**src/rtl/div_result_stage.sv**
```systemverilog
// div_result_stage: registered result stage with a 2-entry skid buffer behind the 16/8 array divider.
// Define DIV_RESIDUAL_EN to add the squared-residual accumulator and sample counter.
module div_result_stage #(
  parameter int CNT_W  = 16,
  parameter int SAT_DZ = 1,
  parameter int ACC_W  = 48
) (
  input  logic              clk,
  input  logic              rst_n,
  input  logic              in_valid,
  output logic              in_ready,
  input  logic [15:0]       in_n,
  input  logic [7:0]        in_d,
  input  logic [7:0]        in_q,
  input  logic [7:0]        in_r,
  output logic              out_valid,
  input  logic              out_ready,
  output logic [7:0]        out_q,
  output logic [7:0]        out_r,
  output logic              out_dz,
  output logic              out_ovf,
`ifdef DIV_RESIDUAL_EN
  output logic [ACC_W-1:0]  err_sq_acc,
  output logic [31:0]       sample_count,
`endif
  output logic [CNT_W-1:0]  ovf_count
);

  typedef enum logic [1:0] {
    EMPTY = 2'd0,
    ONE   = 2'd1,
    TWO   = 2'd2
  } occ_e;

  typedef struct packed {
    logic [7:0] q;
    logic [7:0] r;
    logic       dz;
    logic       ovf;
  } entry_t;

  occ_e             state_q, state_d;
  entry_t           main_q, main_d;
  entry_t           skid_q, skid_d;
  entry_t           new_s;
  logic             in_ready_q, in_ready_d;
  logic             out_valid_q, out_valid_d;
  logic [CNT_W-1:0] ovf_count_q, ovf_count_d;
  logic             accept_s;
  logic             pop_s;

  assign accept_s = in_valid & in_ready_q;
  assign pop_s    = out_valid_q & out_ready;

  // Flag and substitute the incoming divider result
  always_comb begin
    new_s.dz  = (in_d == 8'd0);
    new_s.ovf = (in_d != 8'd0) && (in_n[15:8] >= in_d);
    if (new_s.dz && (SAT_DZ != 0)) begin
      new_s.q = 8'hFF;
      new_s.r = in_n[7:0];
    end else begin
      new_s.q = in_q;
      new_s.r = in_r;
    end
  end

  // Occupancy FSM: main register feeds the outputs, skid holds the second entry
  always_comb begin
    state_d = state_q;
    main_d  = main_q;
    skid_d  = skid_q;
    case (state_q)
      EMPTY: begin
        if (accept_s) begin
          main_d  = new_s;
          state_d = ONE;
        end else begin
          state_d = EMPTY;
        end
      end
      ONE: begin
        if (accept_s && !pop_s) begin
          skid_d  = new_s;
          state_d = TWO;
        end else if (accept_s && pop_s) begin
          main_d  = new_s;
          state_d = ONE;
        end else if (pop_s) begin
          state_d = EMPTY;
        end else begin
          state_d = ONE;
        end
      end
      TWO: begin
        if (pop_s) begin
          main_d  = skid_q;
          state_d = ONE;
        end else begin
          state_d = TWO;
        end
      end
      default: begin
        state_d = EMPTY;
      end
    endcase
    in_ready_d  = (state_d != TWO);
    out_valid_d = (state_d != EMPTY);
  end

  // Saturating overflow event counter
  always_comb begin
    if (accept_s && new_s.ovf && (ovf_count_q != {CNT_W{1'b1}})) begin
      ovf_count_d = ovf_count_q + CNT_W'(1);
    end else begin
      ovf_count_d = ovf_count_q;
    end
  end

  // Buffer, handshake and counter state
  always_ff @(posedge clk) begin
    if (!rst_n) begin
      state_q     <= EMPTY;
      main_q      <= '0;
      skid_q      <= '0;
      in_ready_q  <= 1'b1;
      out_valid_q <= 1'b0;
      ovf_count_q <= '0;
    end else begin
      state_q     <= state_d;
      main_q      <= main_d;
      skid_q      <= skid_d;
      in_ready_q  <= in_ready_d;
      out_valid_q <= out_valid_d;
      ovf_count_q <= ovf_count_d;
    end
  end

  assign in_ready  = in_ready_q;
  assign out_valid = out_valid_q;
  assign out_q     = main_q.q;
  assign out_r     = main_q.r;
  assign out_dz    = main_q.dz;
  assign out_ovf   = main_q.ovf;
  assign ovf_count = ovf_count_q;

`ifdef DIV_RESIDUAL_EN
  logic [16:0]    prod_sum_s;
  logic [16:0]    e_abs_s;
  logic [33:0]    e_sq_s;
  logic [ACC_W:0] acc_sum_s;
  logic [ACC_W-1:0] acc_q, acc_d;
  logic [31:0]    cnt_q, cnt_d;

  // Residual magnitude of the raw divider result; sign is irrelevant once squared
  always_comb begin
    prod_sum_s = ({9'd0, in_q} * {9'd0, in_d}) + {9'd0, in_r};
    if ({1'b0, in_n} >= prod_sum_s) begin
      e_abs_s = {1'b0, in_n} - prod_sum_s;
    end else begin
      e_abs_s = prod_sum_s - {1'b0, in_n};
    end
    e_sq_s    = {17'd0, e_abs_s} * {17'd0, e_abs_s};
    acc_sum_s = {1'b0, acc_q} + {{(ACC_W-33){1'b0}}, e_sq_s};
  end

  // Saturating accumulate on non-zero-divisor transfers; sample counter wraps
  always_comb begin
    if (accept_s && !new_s.dz) begin
      acc_d = acc_sum_s[ACC_W] ? {ACC_W{1'b1}} : acc_sum_s[ACC_W-1:0];
    end else begin
      acc_d = acc_q;
    end
    if (accept_s) begin
      cnt_d = cnt_q + 32'd1;
    end else begin
      cnt_d = cnt_q;
    end
  end

  // Residual statistics registers
  always_ff @(posedge clk) begin
    if (!rst_n) begin
      acc_q <= '0;
      cnt_q <= 32'd0;
    end else begin
      acc_q <= acc_d;
      cnt_q <= cnt_d;
    end
  end

  assign err_sq_acc   = acc_q;
  assign sample_count = cnt_q;
`endif

endmodule

```
**config.mk**
```make
export PLATFORM = sky130hd
export DESIGN_NAME = div_result_stage
export DESIGN_NICKNAME = d
export VERILOG_FILES = /design/src/rtl/div_result_stage.sv
export SDC_FILE = /design/constraint.sdc
export NUM_CORES = 1
export LEC_CHECK = 0
export CAP_MARGIN = 30
export CORE_MARGIN = 2
export CORE_UTILIZATION = 43
export CTS_CLUSTER_SIZE = 40
export DETAILED_ROUTE_END_ITERATION = 10
export PLACE_DENSITY = 0.84
export RECOVER_POWER = 25
export REMOVE_ABC_BUFFERS = 1
export SLEW_MARGIN = 20
export SYNTH_ARGS = -nofsm -noshare
export SYNTH_HDL_FRONTEND = slang
export SYNTH_SLANG_ARGS = --single-unit
```
**constraint.sdc**
```tcl
create_clock -name clk -period 2.2 [get_ports clk]
set_input_delay 0.44 -clock clk [delete_from_list [all_inputs] [get_ports clk]]
set_output_delay 0.44 -clock clk [all_outputs]
set_load 0.02 [all_outputs]
```
==> summary.txt <==
Timing
  • FMAX: 458 MHz
  • Final hold violations: 0
  • Tcrit/Tclk final: 0.993
  • Unrepaired setup endpoints after global routing: false
  • Actual slew at the worst max-slew pin: 509 ps
  • Slew HR: 0.660
  • # setup viols final: 0
  • Final slew viol count: 0
  • Fin crit period: 2180 ps
  • Clk_skew: 7.13 ps

Setup path
  • Slowest stage cell, crit path: or3b_1
  • Worst setup path category: in2reg
  • CP arrival: 2440 ps
  • Worst path cell trace: dlygate4sd2_1 -> inv_2 -> ha_4 -> and3_4 -> o21ai_2 -> a31oi_4 -> o211ai_4 -> buf_12 -> buf_16 -> or3b_1 -> a21oi_2
  • Endpoint of the worst-slack reg-to-reg timing path: ovf_count[13]
  • R2r setup slk: 90 ps
  • Crit end category: flop
  • CP startpoint kind: primary input
  • Critical Path RT: 2460 ps
  • Critical path origin: in_d[2]
  • Max incr delay on CP: 390 ps
  • Worst-path fanout max: 6
  • Worst setup path end: ovf_count[1]
  • Reg2Reg Depth: 7
  • Worst r2r src: ovf_count[0]

Logic synthesis
  • Xor/xnor share of the synthesized area: 0
  • Synth top area cells: dfxtp_1 (41%), nor2_1 (5.8%), a21oi_1 (5.6%), ha_1 (5.0%), nand2_1 (4.8%)
  • Main combinational cell family by area after synthesis: simple AND/OR/NAND/NOR gates
  • Sequential fraction of the synthesis area: 0.406
  • Mux cell area share after synthesis: 0.0471
  • Synth Instances: 334
  • Post-synth top area cell: dfxtp_1
  • Yosys warnings: 0
  • Synthesized cell area: 2760 um^2
  • Most instantiated cells after synthesis: dfxtp_1 (56), nor2_1 (43), nand2_1 (35)
  • Top FF cell, synth: dfxtp_1
  • Synth async-reset ratio: 0
  • Post-synthesis simple-gate area fraction: 0.235
  • Syn_area_per_cell: 8.27 um^2
  • Compound-gate portion of the synthesized area: 0.212
  • Adder-Cell Fraction of Synth Area: 0.0498
  • Seq cells post-synth: 56
  • Most common cell in the synthesized netlist: dfxtp_1
  • Netlist cell types: 44
  • Post-synth EDFFs: 0
  • Yosys top cell area share: 0.406

Global routing
  • Vias in the first global route: 2795
  • GR Util met2: 0.394
  • Pin count of the biggest net entering global routing: 29
  • Total GRT Usage: 0.217
  • Busiest grt layer: met2
  • Gr ovfl total: 0
  • Initial antenna violation count: 0
  • First-pass GRT wire length: 12.6 mm
  • Global-route met1 utilization: 0.259
  • Met3 Use GR: 0.0452

Clock tree
  • TritonCTS Sinks: 56
  • Clock buffer depth: 2
  • H-Tree Depth: 2
  • Clock buffer count from CTS: 5
  • Clk slew on worst S/H paths: 110 ps
  • Worst skew pair latency: 330 ps
  • CTS tree: yes
  • Root Buffer: clkbuf_8

Place
  • Area after DPL: 3820 um^2
  • Global placement routability congestion: 0.806
  • Detailed placement HPWL: 5.26 mm
  • Port buffer count: 79
  • Placed insts: 498

Layout
  • Fin cells: 512
  • Final Cell Area: 4150 um^2
  • Final nets: 489
  • Sequential Area: 1120 um^2
  • Share of cells above drive strength 1: 0.177
  • Ant diodes: 0
  • Area Growth Syn to Fin: 50.0%
  • Filler cells: 529
  • Area of the multi-input gates: 1650 um^2

Floorplanning
  • Initial core utilization: 0.440
  • Total die area: 7080 um^2
  • Core box area: 6280 um^2
  • Die X: 84.2 um
  • DIE HEIGHT: 84.2 um
  • Rows: 29
  • Number of placed I/O pins: 80

Worst hold path
  • Min-delay worst type: reg2reg

Routing
  • Avg WL per Cell: 15.2 um
  • DR iter-0 viols: 152
  • Vias: 2864
  • Final wirelength: 7.80 mm
  • Drt via density: 5.59
  • TritonRoute pass-1 iters: 5
  • Number of remaining DRC errors: 0
  • Post-DRT Antenna Nets: 0

Power and ir drop
  • Leak: 1.56 nW
  • Pwr per Cell Area: 557 nW/um^2
  • Worst VDD drop: 385 uV

Flow run
  • Max-Cap Viols: 0

Outcome
  • Status: complete, no violations
[registers in the layout, indices dropped and copies added, names as in the netlist]
| signal | flops |
|---|---|
| ovf_count | 16 |
| skid_q | 18 |
| in_ready | 1 |
| out_dz | 1 |
| out_valid | 1 |
| out_q | 8 |
| out_ovf | 1 |
| out_r | 8 |
| state_q | 2 |
[worst max-delay path, delay by kind of cell]
family / cells / cell delay [ps]
buffers and inverters: 4 / 590
AOI/OAI and AO/OA: 4 / 580
and+or+nand+nor: 2 / 570
adders and majority gates: 1 / 260
[per-layer routing]
metal  share of wire  wire length [um]
met3           0.055               433
met4           0.011                89
met5               0                 0
met2            0.52              4020
met1            0.42              3260
[cells in the final DEF, fill, tap and decap left out, types with 9 or more instances in the layout]
cell,instances
dlygate4sd2_1,14
nand3_1,13
buf_4,27
dlygate4sd3_1,19
nand2_1,35
o211ai_1,9
nor2_1,43
a21oi_1,28
a211oi_1,17
o21ai_0,9
mux2i_1,13
dfxtp_1,56
clkdlybuf4s50_1,44
[power breakdown]
group / leakage [nW] / switching (mW) / internal, mW
registers: 0.456 / 0.0391 / 1.08
logic: 1.06 / 0.285 / 0.297
clock network: 0.0452 / 0.376 / 0.233
[metrics by stage]
stage	setup slack (ps)	hold slack [ps]	setup TNS (ps)	utilization	power (mW)
5_1_grt	2.84	494	0	0.660	2.41
4_1_cts	0.751	466	0	0.657	2.31
3_3_place_gp	-457	447	-7320	0.608	1.65
3_5_place_dp	-591	452	-9120	0.608	1.67
6_report	16.3	458	0	0.660	2.31
2_1_floorplan	-37.7	449	-256	-	1.38
[worst min-delay path by stage]
stage | from | to | slack (ps) | cells past startpoint
floorplan | skid_q[0] | skid_q[0] | 450 | 2
global placement | out_q[3] | out_q[3] | 450 | 2
finish | out_q[3] | out_q[3] | 460 | 2
detailed placement | out_q[3] | out_q[3] | 450 | 2
global route | out_q[3] | out_q[3] | 490 | 2
CTS | out_q[3] | out_q[3] | 470 | 2
[logic make-up (layout without fill, tap and decap cells)]
| family | count (synthesis) | in the layout |
|---|---|---|
| compound gates | 89 | 89 |
| fa+ha+maj | 11 | 11 |
| buf+inv | 34 | 135 |
| flops | 56 | 56 |
| mux | 13 | 13 |
| simple gates | 131 | 131 |
[timing repair]
action	in CTS	in global routing
hold buffers	0	0
buffers inserted	4	0
resized for setup	46	10
cloned	3	0
pin swaps	25	5
endpoints found under the setup margin	16	14
[final cells by class]
class                           instances  area share
Timing Repair Buffer                  115       0.276
Multi-Input combinational cell        244       0.397
Sequential cell                        56       0.270
Inverter                               12      0.0109
Clock buffer                            5      0.0166
Tap cell                               77      0.0232
Clock inverter                          3     0.00604
(Power assumes the default switching activity.)
